**config.mk**
```make
export PLATFORM = sky130hd
export DESIGN_NAME = fetch_ctrl
export DESIGN_NICKNAME = d
export VERILOG_FILES = /design/src/rtl/fetch_ctrl.sv
export SDC_FILE = /design/constraint.sdc
export NUM_CORES = 1
export LEC_CHECK = 0
export BUFFER_PORTS_ARGS = -buffer_cell sky130_fd_sc_hd__buf_2
export CELL_PAD_IN_SITES_DETAIL_PLACEMENT = 0
export CELL_PAD_IN_SITES_GLOBAL_PLACEMENT = 1
export CORE_AREA = 2 2 164 166
export DETAILED_ROUTE_END_ITERATION = 8
export DIE_AREA = 0 0 166 168
export GPL_TIMING_DRIVEN = 0
export PLACE_DENSITY_LB_ADDON = 0.3
export SYNTH_ARGS = -nofsm -noshare
export SYNTH_HDL_FRONTEND = slang
export SYNTH_SLANG_ARGS = --single-unit
```
**constraint.sdc**
```tcl
create_clock -name clk -period 6.45 [get_ports clk]
set_input_delay 0.3225 -clock clk [delete_from_list [all_inputs] [get_ports clk]]
set_output_delay 0.3225 -clock clk [all_outputs]
set_load 0.01 [all_outputs]
```
**src/rtl/fetch_ctrl.sv**
```systemverilog
// Instruction-fetch sequencer: owns the PC, issues one read per cycle to a 1-cycle-latency
// instruction memory and hands {pc, instr} to decode through a 2-entry valid/ready buffer.
module fetch_ctrl #(
  parameter logic [31:0] RESET_PC  = 32'h0000_0000,
  parameter int unsigned BUF_DEPTH = 2,
  parameter logic [31:0] NOP_INSTR = 32'h0000_0013
) (
  input  logic        clk,
  input  logic        rst,
  input  logic        fetch_en,
  input  logic        redirect_valid,
  input  logic [31:0] redirect_pc,
  output logic        imem_read,
  output logic [31:0] imem_addr,
  input  logic [31:0] imem_data,
  output logic        if_valid,
  input  logic        if_ready,
  output logic [31:0] if_instr,
  output logic [31:0] if_pc
);

  logic [31:0] r_pc;
  logic [31:0] r_pc_q;
  logic        r_inflight;
  logic [1:0]  r_occ;
  logic        r_wr_ptr;
  logic        r_rd_ptr;
  logic [31:0] r_buf_instr [2];
  logic [31:0] r_buf_pc    [2];

  logic        w_pop;
  logic        w_push;
  logic        w_issue;
  logic [2:0]  w_credit;
  logic        w_unused_redirect_lsb;

  assign w_unused_redirect_lsb = ^redirect_pc[1:0];

  assign if_valid = (r_occ != 2'd0);
  assign if_instr = if_valid ? r_buf_instr[r_rd_ptr] : NOP_INSTR;
  assign if_pc    = if_valid ? r_buf_pc[r_rd_ptr]    : 32'd0;

  assign w_pop    = if_valid & if_ready;
  // Entries that will be held once this cycle's pop and the pending response settle.
  assign w_credit = {1'b0, r_occ} + {2'b00, r_inflight} - {2'b00, w_pop};
  assign w_issue  = rst & fetch_en & ~redirect_valid & (w_credit < 3'(BUF_DEPTH));
  assign w_push   = r_inflight & ~redirect_valid;

  assign imem_read = w_issue;
  assign imem_addr = r_pc;

  always_ff @(posedge clk) begin
    if (!rst) begin
      r_pc       <= RESET_PC;
      r_pc_q     <= 32'd0;
      r_inflight <= 1'b0;
      r_occ      <= 2'd0;
      r_wr_ptr   <= 1'b0;
      r_rd_ptr   <= 1'b0;
    end else if (redirect_valid) begin
      r_pc       <= {redirect_pc[31:2], 2'b00};
      r_inflight <= 1'b0;
      r_occ      <= 2'd0;
      r_wr_ptr   <= 1'b0;
      r_rd_ptr   <= 1'b0;
    end else begin
      if (w_issue) begin
        r_pc_q <= r_pc;
        r_pc   <= r_pc + 32'd4;
      end
      r_inflight <= w_issue;
      if (w_push) begin
        r_wr_ptr <= ~r_wr_ptr;
      end
      if (w_pop) begin
        r_rd_ptr <= ~r_rd_ptr;
      end
      r_occ <= r_occ + {1'b0, w_push} - {1'b0, w_pop};
    end
  end

  // Storage needs no reset: occupancy alone decides what is visible.
  always_ff @(posedge clk) begin
    if (rst && w_push) begin
      r_buf_instr[r_wr_ptr] <= imem_data;
      r_buf_pc[r_wr_ptr]    <= r_pc_q;
    end
  end

endmodule

```
==> results of run 1 <==
## power breakdown
part / internal [mW] / switching [mW] / leakage (nW)
combinational: 0.0538 / 0.0816 / 1.49
clock: 0.559 / 0.482 / 0.290
sequential: 1.31 / 0.0282 / 1.69
## Yosys cell counts, types with 2 or more instances
library cell and n:
a21oi_1 54, a22oi_1 2, a31oi_1 5, a32oi_1 2, and2_1 4, and3_1 6
and4_1 3, buf_1 7, buf_2 3, buf_4 4, clkbuf_1 28, dfxtp_1 66
edfxtp_1 124, ha_1 2, inv_1 7, inv_2 2, mux2_1 2, mux2i_1 62
nand2_1 89, nand3_1 15, nand4_1 9, nor2_1 73, nor2b_1 2, nor3_1 5
nor4_1 4, nor4_2 4, o211ai_1 3, o21ai_0 13, o22ai_1 7, o311ai_0 4
o311ai_1 2, o31a_1 3, or2_2 2, or3_1 4, xnor2_1 11, xor2_1 4
## worst reg2reg max path, stage by stage (launching register included)
cell and delay [ns]:
dfxtp_1 0.45, nand2_1 0.08, nor2_1 0.17, o21ai_0 0.14, fa_1 0.45, nand4b_1 0.13, or2_1 0.13, clkbuf_1 0.43
clkbuf_1 0.45, buf_1 0.44, o221ai_1 0.16
## registers in the layout, summed over array words and instances (netlist names), named ones only
register	cells
r_buf_pc	60
r_pc_q	30
r_occ	2
r_inflight	1
r_buf_instr	64
imem_addr	30
r_wr_ptr	1
r_rd_ptr	1
## stage by stage
stage	power (mW)	std cells	setup WS [ns]	hold slack [ns]
floorplan	1.424	659	2.623	0.4214
global placement	1.500	1160	0.4020	0.4341
detailed placement	1.501	1163	3.121	0.4405
CTS	2.548	1195	2.632	0.05734
global route	2.608	1195	2.434	0.05831
finish	2.513	1195	2.670	0.07995
## layer usage
metal  GRT usage (%)  vias to the layer above  part of all wire (%)
met5               0                        -                     0
met1           19.37                     2667                    47
li1                -                     2751                     -
met3           2.938                       15                   3.9
met2           23.72                      145                    48
met4           3.743                        0                   1.3
## worst paths after layout
kind | to | slack, ns | cells past startpoint
min | r_buf_instr[1][26]$_DFFE_PP_ | 0.08 | 1
max | imem_read | 2.67 | 11
min reg2reg | r_buf_pc[1][16]$_DFFE_PP_ | 0.45 | 0
max reg2reg | imem_addr[24]$_SDFFE_PN0P_ | 3.28 | 10
## area by class of cell
cell class | count | area share, %
multi-input combinational | 417 | 26.10
tap | 341 | 4.413
clock inverter | 14 | 1.488
timing repair buffer | 163 | 8.981
sequential | 190 | 52.18
inverter | 9 | 0.3494
clock buffer | 18 | 4.543
buffer | 43 | 1.941
## cell families after synthesis
group / Yosys count
XOR/XNOR: 15
other: 1
adder cells (fa/ha/maj): 3
buffers and inverters: 52
flip-flops: 190
multiplexers: 65
AND/OR/NAND/NOR: 228
AO/OA/AOI/OAI: 102
==> run metrics, run 1 <==
cell family with most CP delay=buffers and inverters; fin crit share=58.61%; Ys Warns=0; Unique masters post-synth=55; post-synthesis mux area share=8.426%; Setup TNS=0 ns; Initial Util=29.47%; critical path arrival=3.46 ns; startpoint types=register; post-synth top area share=47.95%; IO Pins=167; HP Start=imem_data[26]; PwrDens=260.0 mW/mm²; outcome=finished, final reports clean; GRT Total Usage=14.38%; critical path required time=6.13 ns; Worst-Margin Slew=0.8900 ns; clk sink count=190; fill count=2,656; critical path type=register to output port; synthesis-to-layout area growth=24.49%; H-tree lvl count=4; Max stage delay on crit path=0.51 ns; final net count=913; max-slew headroom at the worst pin=40.04%; post-synthesis simple-gate area fraction=13.61%; CP Cell Sequence=nand2_1 > nor2_1 > o21ai_0 > fa_1 > nand4b_1 > or2_1 > clkbuf_1 > inv_2 > buf_2 > buf_1 > buf_2; Syn Inst Count=656; maxcap violations=0; Residual DRC=0; sequential fraction of the synthesis area=64.96%; first-pass GRT wire length=30,820 µm; Setup Buffers After CTS=0; Util after Layout=36.69%; clk_skew=0.01098 ns; Pleak=3.472 nW; largest net degree at the start of global routing=49; clock root buffer=clkbuf_16; crit path launch=r_occ[1]$_SDFF_PP0_; commonest cells after routing, fill and taps aside=buf_2, edfxtp_1, nand2_1, nor2_1, dfxtp_1; fin area=0.009668 mm²; GRT overflow=0; Mapped Area=0.007766 mm²; Fin. Hold Viols=0; core box area=0.02635 mm²; CTS clk-pin slew, worst paths=0.07 ns; drt wl/cell=16.90 µm; XOR/XNOR Fraction of Synth Area=1.692%; reg2reg start=r_occ[1]$_SDFF_PP0_; Post-Synth Adder-Cell Area=0.5800%; CTS Buf Count=17; dominant synthesized flop cell=edfxtp_1; most frequent CP cell=buf_2; synth top area cells=edfxtp_1, dfxtp_1, mux2i_1; worst-skew pair later-pin latency=0.43 ns; Tmin final=3.780 ns; Peak VDD IR=155.9 µV; DIE AREA=0.02789 mm²; crit end category=output port; Critical path buffers and inverters=5; Sequential Area=0.005045 mm²; Bufs on Longest Clock Path=2; final antenna-violating net count=0; crit path max fanout=10; final setup violation count=0; Seq cells post-synth=190; row count=60; Max Clock Freq=0.2645 GHz; CTS tree=built; main combinational cell family by area after synthesis=simple AND/OR/NAND/NOR gates; DP HPWL=14,400 µm; Die H=168 µm; syn avg cell area=11.84 µm²; area leader, netlist=edfxtp_1; proportion of layout cells with a drive suffix above 1=25.53%; cts repair resizes=0; diode count=0; hold buffers post-CTS=0; dpl cell area=0.009085 mm²; DRT Pass-1 Iters=5; asr flop ratio synth=0%; count of pins over their slew limit=0; port bufs=160; number of synthesized flops with an enable pin=124; RSZ-0062 raised after global routing=false; compound-cell area share of the yosys netlist=7.830%; leading cell type in the layout, fill and taps excluded=buf_2; GPL Wtd Cong=0.7669; multi-input logic area=0.002524 mm²; DR vias/cell=4.668; total number of vias=5,578; initial antenna violation count=0; die width=166 µm; overall routed net length=20,190 µm; vias in the first global route=5,281; slowest CP cell=fa_1; Hold WC Path Type=input pin to register; initial DRC count=309
(Power assumes the default switching activity.)
==> run 2, diff against run 1 <==
clock period = 3.7 ns   (was 6.45 ns; I/O delays follow)
==> run metrics, run 2 (synthesis results as in run 1) <==
outcome=finished, final reports clean; Non-Filler Instances=1,230 (+2.9%); crit path launch=r_occ[1]$_SDFF_PP0_; first-pass GRT wire length=31,330 µm (+1.6%); Residual DRC=0 (unchanged); startpoint types=register; clock root buffer=clkbuf_16; proportion of layout cells with a drive suffix above 1=24.52% (-1.0 points); leading cell type in the layout, fill and taps excluded=buf_2; clk_skew=0.01004 ns (-0.0009475 ns); Worst-Margin Slew=0.9090 ns (+0.01897 ns); Max stage delay on crit path=0.51 ns (about the same); critical path required time=4.02 ns (-2.11 ns); met1 Track Usage GR=19.62% (+0.25 points); Critical path buffers and inverters=4 (-1); crit end category=register; final antenna-violating net count=0 (unchanged); synthesis-to-layout area growth=29.08%; Tmin final=3.323 ns; final net count=948 (+3.8%); Max Clock Freq=0.3010 GHz; DRT Pass-1 Iters=5 (unchanged); H-tree lvl count=4 (unchanged); clk sink count=190 (unchanged); reg2reg start=r_occ[1]$_SDFF_PP0_; critical path arrival=3.65 ns (+0.19 ns); critical path type=register to register; DP HPWL=14,400 µm (unchanged); DIE AREA=0.02789 mm² (unchanged); fill count=2,632 (-0.90%); largest registers=r_buf_instr (64), r_buf_pc (60); met2 Resource Use GR=24.14% (+0.41 points); Reg with most FFs=r_buf_instr; max reg flops=64 (unchanged); dpl cells=1,163 (unchanged); port bufs=160 (unchanged); fin area=0.01002 mm² (+3.7%); DR vias/cell=4.664 (about the same); GPL Wtd Cong=0.7669 (unchanged); slowest CP cell=fa_1; largest net degree at the start of global routing=49 (unchanged); worst-skew pair later-pin latency=0.43 ns (about the same); Initial Util=29.47% (unchanged); vias in the first global route=5,400 (+2.3%); CTS clk-pin slew, worst paths=0.07 ns (about the same); cell family with most CP delay=buffers and inverters; GRT Total Usage=14.58% (+0.20 points); hold depth=3 (+2); count of pins over their slew limit=0 (unchanged); HP Start=redirect_pc[18]; FF-to-FF path depth=12 (+2); total number of vias=5,737 (+2.9%); fin crit share=89.80%; commonest cells after routing, fill and taps aside=buf_2, edfxtp_1, nand2_1, nor2_1, dfxtp_1; GRT overflow=0 (unchanged); crit path max fanout=19 (+9); drt wl/cell=16.60 µm (-1.7%); Setup TNS=0 ns (unchanged); max-slew headroom at the worst pin=38.76% (-1.3 points); dpl cell area=0.009085 mm² (unchanged); worst reg-to-reg setup slack=0.38 ns (-2.90 ns); hold worst-path end=imem_addr[18]$_SDFFE_PN0P_; Bufs on Longest Clock Path=2 (unchanged); Util after Layout=38.04% (+1.4 points); FF-to-FF End=imem_addr[2]$_SDFFE_PN0P_; die width=166 µm (unchanged); Pleak=3.621 nW (+4.3%); maxcap violations=0 (unchanged); Fin. Hold Viols=0 (unchanged); overall routed net length=20,420 µm (+1.2%); CP Cell Sequence=nand2_1 > nor2_1 > o21ai_0 > fa_1 > nand4b_1 > or2_1 > clkbuf_1 > inv_2 > buf_2 > buf_1 > nand2_1 > nor3b_1; IO Pins=167 (unchanged); diode count=0 (unchanged); initial antenna violation count=0 (unchanged); met3 Usage GRT=2.938% (unchanged); core box area=0.02635 mm² (unchanged); row count=60 (unchanged); most frequent CP cell=nand2_1; final setup violation count=0 (unchanged); Critical Path Stages=12 (+1); initial DRC count=329 (+6.5%); Die H=168 µm (unchanged); Sequential Area=0.005045 mm² (unchanged); busiest grt layer=met2; CTS Buf Count=17 (unchanged); cts repair resizes=0 (unchanged); RSZ-0062 raised after global routing=false; Hold WC Path Type=input pin to register; CTS tree=built; PwrDens=440.1 mW/mm² (+69%); Peak VDD IR=273.1 µV (+75%); multi-input logic area=0.002524 mm² (unchanged)
==> run 2: changes by cell type in the layout (fill, tap and decap cells not counted), sizes merged <==
cell,change
dlygate4sd3,+36
buf,-1
==> run 2: how the worst max path moves through the flow <==
stage                                              end  slack [ns]
after global routing         imem_addr[2]$_SDFFE_PN0P_         0.1
after detailed placement    imem_addr[24]$_SDFFE_PN0P_        0.47
after floorplan            r_buf_instr[0][0]$_DFFE_PP_        0.01
after global placement    r_buf_instr[0][29]$_DFFE_PP_       -2.21
final                        imem_addr[2]$_SDFFE_PN0P_        0.38
after CTS                                    imem_read        0.02
==> run 2: layer usage <==
metal / wire [µm] / vias up
met2: 9819 / 148
li1: - / 2826
met4: 214 / 0
met1: 9549 / 2749
met5: 0 / -
met3: 839 / 14
==> run 2: per-stage QoR <==
stage                     hold WS (ns)  setup slack [ns]  power, mW
after floorplan                 0.2839           0.01036      2.483
after global placement          0.3729            -2.211      2.614
after detailed placement        0.3768            0.4714      2.617
after CTS                     0.005858           0.01944      4.471
after global routing           0.02161           0.09639      4.580
final                          0.01839            0.3774      4.412
==> run 2: power breakdown <==
group / leakage [nW] / switching [mW] / internal (mW)
registers: 1.69 / 0.0486 / 2.28
clock network: 0.290 / 0.843 / 0.974
logic: 1.64 / 0.147 / 0.118
total: 3.62 / 1.04 / 3.37
==> run 2: area by class of cell <==
class                      count  area share (%)
multi-input combinational    417           25.17
inverter                       9          0.3370
sequential                   190           50.32
timing repair buffer         199           12.26
clock inverter                14           1.435
buffer                        42           1.835
clock buffer                  18           4.381
tap                          341           4.256
==> run 2: repair_timing <==
item / 4_1_cts / 5_1_grt
hold buffers: 36 / 0
setup buffers: 0 / 0
setup endpoints to repair: 0 / 1
endpoints found under the hold margin: 68 / 0
==> run 2: worst register-to-register path, stage by stage, from the launching register on <==
cell and delay (ns):
dfxtp_1 0.45, nand2_1 0.08, nor2_1 0.17, o21ai_0 0.14, fa_1 0.51, nand4b_1 0.13, or2_1 0.26, clkbuf_1 0.27
inv_2 0.11, buf_2 0.36, buf_1 0.44, nand2_1 0.15, nor3b_1 0.16
==> run 3, diff against run 2 <==
CTS_BUF_LIST = sky130_fd_sc_hd__clkbuf_4 sky130_fd_sc_hd__clkbuf_8   (was default)
TNS_END_PERCENT = 30   (was default)
==> run metrics, run 3 (synthesis results as in run 1) <==
hold worst-path end=imem_addr[10]$_SDFFE_PN0P_; fill count=2,643 (+0.42%); first-pass GRT wire length=31,250 µm (-0.24%); worst setup slack after layout=0.3710 ns (-0.006385 ns); maxcap violations=0 (unchanged); Residual DRC=0 (unchanged); crit end category=output port; synthesis-to-layout area growth=28.16%; proportion of layout cells with a drive suffix above 1=24.20% (-0.33 points); Fin. Hold Viols=0 (unchanged); fin crit share=89.97% (+0.17 points); DRT Pass-1 Iters=5 (unchanged); initial antenna violation count=0 (unchanged); IO Pins=167 (unchanged); DIE AREA=0.02789 mm² (unchanged); CP Cell Sequence=nand2_1 > nor2_1 > o21ai_0 > fa_1 > nand4b_1 > or2_1 > clkbuf_1 > inv_2 > buf_2 > buf_2; worst-skew pair later-pin latency=0.46 ns (+0.03 ns); total number of vias=5,711 (-0.45%); most frequent CP cell=buf_2; largest net degree at the start of global routing=49 (unchanged); Peak VDD IR=169.9 µV (-38%); clock root buffer=clkbuf_8; DP HPWL=14,400 µm (unchanged); cell family with most CP delay=buffers and inverters; Util after Layout=37.77% (-0.27 points); crit path max fanout=19 (unchanged); commonest cells after routing, fill and taps aside=buf_2, edfxtp_1, nand2_1, nor2_1, dfxtp_1; Bufs on Longest Clock Path=2 (unchanged); final net count=960 (+1.3%); dpl cells=1,163 (unchanged); reg2reg start=r_occ[1]$_SDFF_PP0_; Reg with most FFs=r_buf_instr; Place WS=0.4714 ns (unchanged); port bufs=160 (unchanged); CTS clk-pin slew, worst paths=0.10 ns (+0.03 ns); outcome=finished, final reports clean; count of pins over their slew limit=0 (unchanged); GRT overflow=0 (unchanged); worst reg-to-reg setup slack=0.39 ns (about the same); Initial Util=29.47% (unchanged); drt wl/cell=16.48 µm (-0.74%); critical path required time=3.51 ns (-0.51 ns); Pleak=3.584 nW (-1.0%); CTS Buf Count=17 (unchanged); vias in the first global route=5,414 (+0.26%); clk sink count=190 (unchanged); clk_skew=0.01241 ns (+0.002377 ns); slowest CP cell=fa_1; HP Start=redirect_pc[10]; critical path type=register to output port; Hold WC Path Type=input pin to register; core box area=0.02635 mm² (unchanged); FF-to-FF path depth=12 (unchanged); Non-Filler Instances=1,242 (+0.98%); final setup violation count=0 (unchanged); Critical path buffers and inverters=4 (unchanged); DR vias/cell=4.598 (-1.4%); overall routed net length=20,470 µm (+0.23%); FF-to-FF End=imem_addr[2]$_SDFFE_PN0P_; leading cell type in the layout, fill and taps excluded=buf_2; max reg flops=64 (unchanged); PwrDens=398.8 mW/mm² (-9.4%); startpoint types=register; critical path arrival=3.14 ns (-0.51 ns); Tmin final=3.329 ns (+0.006385 ns); cts repair resizes=0 (unchanged); H-tree lvl count=4 (unchanged); largest registers=r_buf_instr (64), r_buf_pc (60); final antenna-violating net count=0 (unchanged); GPL Wtd Cong=0.7669 (unchanged); diode count=0 (unchanged); Die H=168 µm (unchanged); RSZ-0062 raised after global routing=false; max-slew headroom at the worst pin=37.82% (-0.94 points); initial DRC count=305 (-7.3%); Max stage delay on crit path=0.51 ns (about the same); GRT Total Usage=14.56% (-0.020 points); die width=166 µm (unchanged); hold depth=3 (unchanged); row count=60 (unchanged); Max Clock Freq=0.3004 GHz (-0.19%); Worst-Margin Slew=0.9229 ns (+0.01392 ns); CTS tree=built
run 3: cell count changes in the layout (fill, tap and decap cells not counted), sizes merged:
cell	delta
dlygate4sd3	+12
run 3: layout make-up:
class	count	area (µm²)	share of cell area [%]
multi-input combinational	417	2524	25.36
buffer	42	183.9	1.848
clock buffer	18	247.7	2.489
tap	341	426.7	4.287
sequential	190	5045	50.69
timing repair buffer	211	1349	13.55
clock inverter	14	143.9	1.446
inverter	9	33.78	0.3394
run 3: timing repair:
item / CTS / global route
hold endpoints to repair: 80 / 0
endpoints found under the setup margin: 1 / 0
hold buffers: 48 / 0
buffers inserted: 0 / 0
run 3: layer usage:
metal | GRT usage, % | wire length (µm)
met2 | 24.17 | 9854
met3 | 2.703 | 844
met4 | 3.970 | 201
met5 | 0 | 0
met1 | 19.59 | 9569
run 3: metrics by stage:
step           cell area, µm²  hold WS, ns  setup TNS [ns]  total power, mW
2_1_floorplan            7777       0.2839               0            2.483
3_3_place_gp             9005       0.3729         -151.31            2.614
3_5_place_dp             9085       0.3768               0            2.617
4_1_cts                  9953     0.007958               0            4.026
5_1_grt                  9953      0.01414               0            4.135
6_report                 9953      0.03528               0            3.969
run 3: where the power goes:
part           total [mW]  internal [mW]  switching (mW)
Clock                1.36          0.578           0.787
Sequential           2.33           2.28          0.0488
Combinational       0.275          0.127           0.148
run 3: how the worst max path moves through the flow:
stage,from,to,slack (ns),cells past startpoint
6_report,r_occ[1]$_SDFF_PP0_,imem_read,0.37,10
5_1_grt,r_occ[1]$_SDFF_PP0_,imem_addr[2]$_SDFFE_PN0P_,0.1,12
4_1_cts,r_occ[1]$_SDFF_PP0_,imem_read,0.29,10
3_5_place_dp,r_occ[1]$_SDFF_PP0_,imem_addr[24]$_SDFFE_PN0P_,0.47,10
3_3_place_gp,redirect_valid,r_buf_instr[0][29]$_DFFE_PP_,-2.21,5
2_1_floorplan,redirect_valid,r_buf_instr[0][0]$_DFFE_PP_,0.01,4
run 3: worst register-to-register path: stages (launching register included):
cell and delay [ns]:
dfxtp_1 0.46, nand2_1 0.08, nor2_1 0.17, o21ai_0 0.14
fa_1 0.51, nand4b_1 0.12, or2_1 0.26, clkbuf_1 0.26
inv_2 0.11, buf_2 0.36, buf_1 0.44, nand2_1 0.15
nor3b_1 0.16
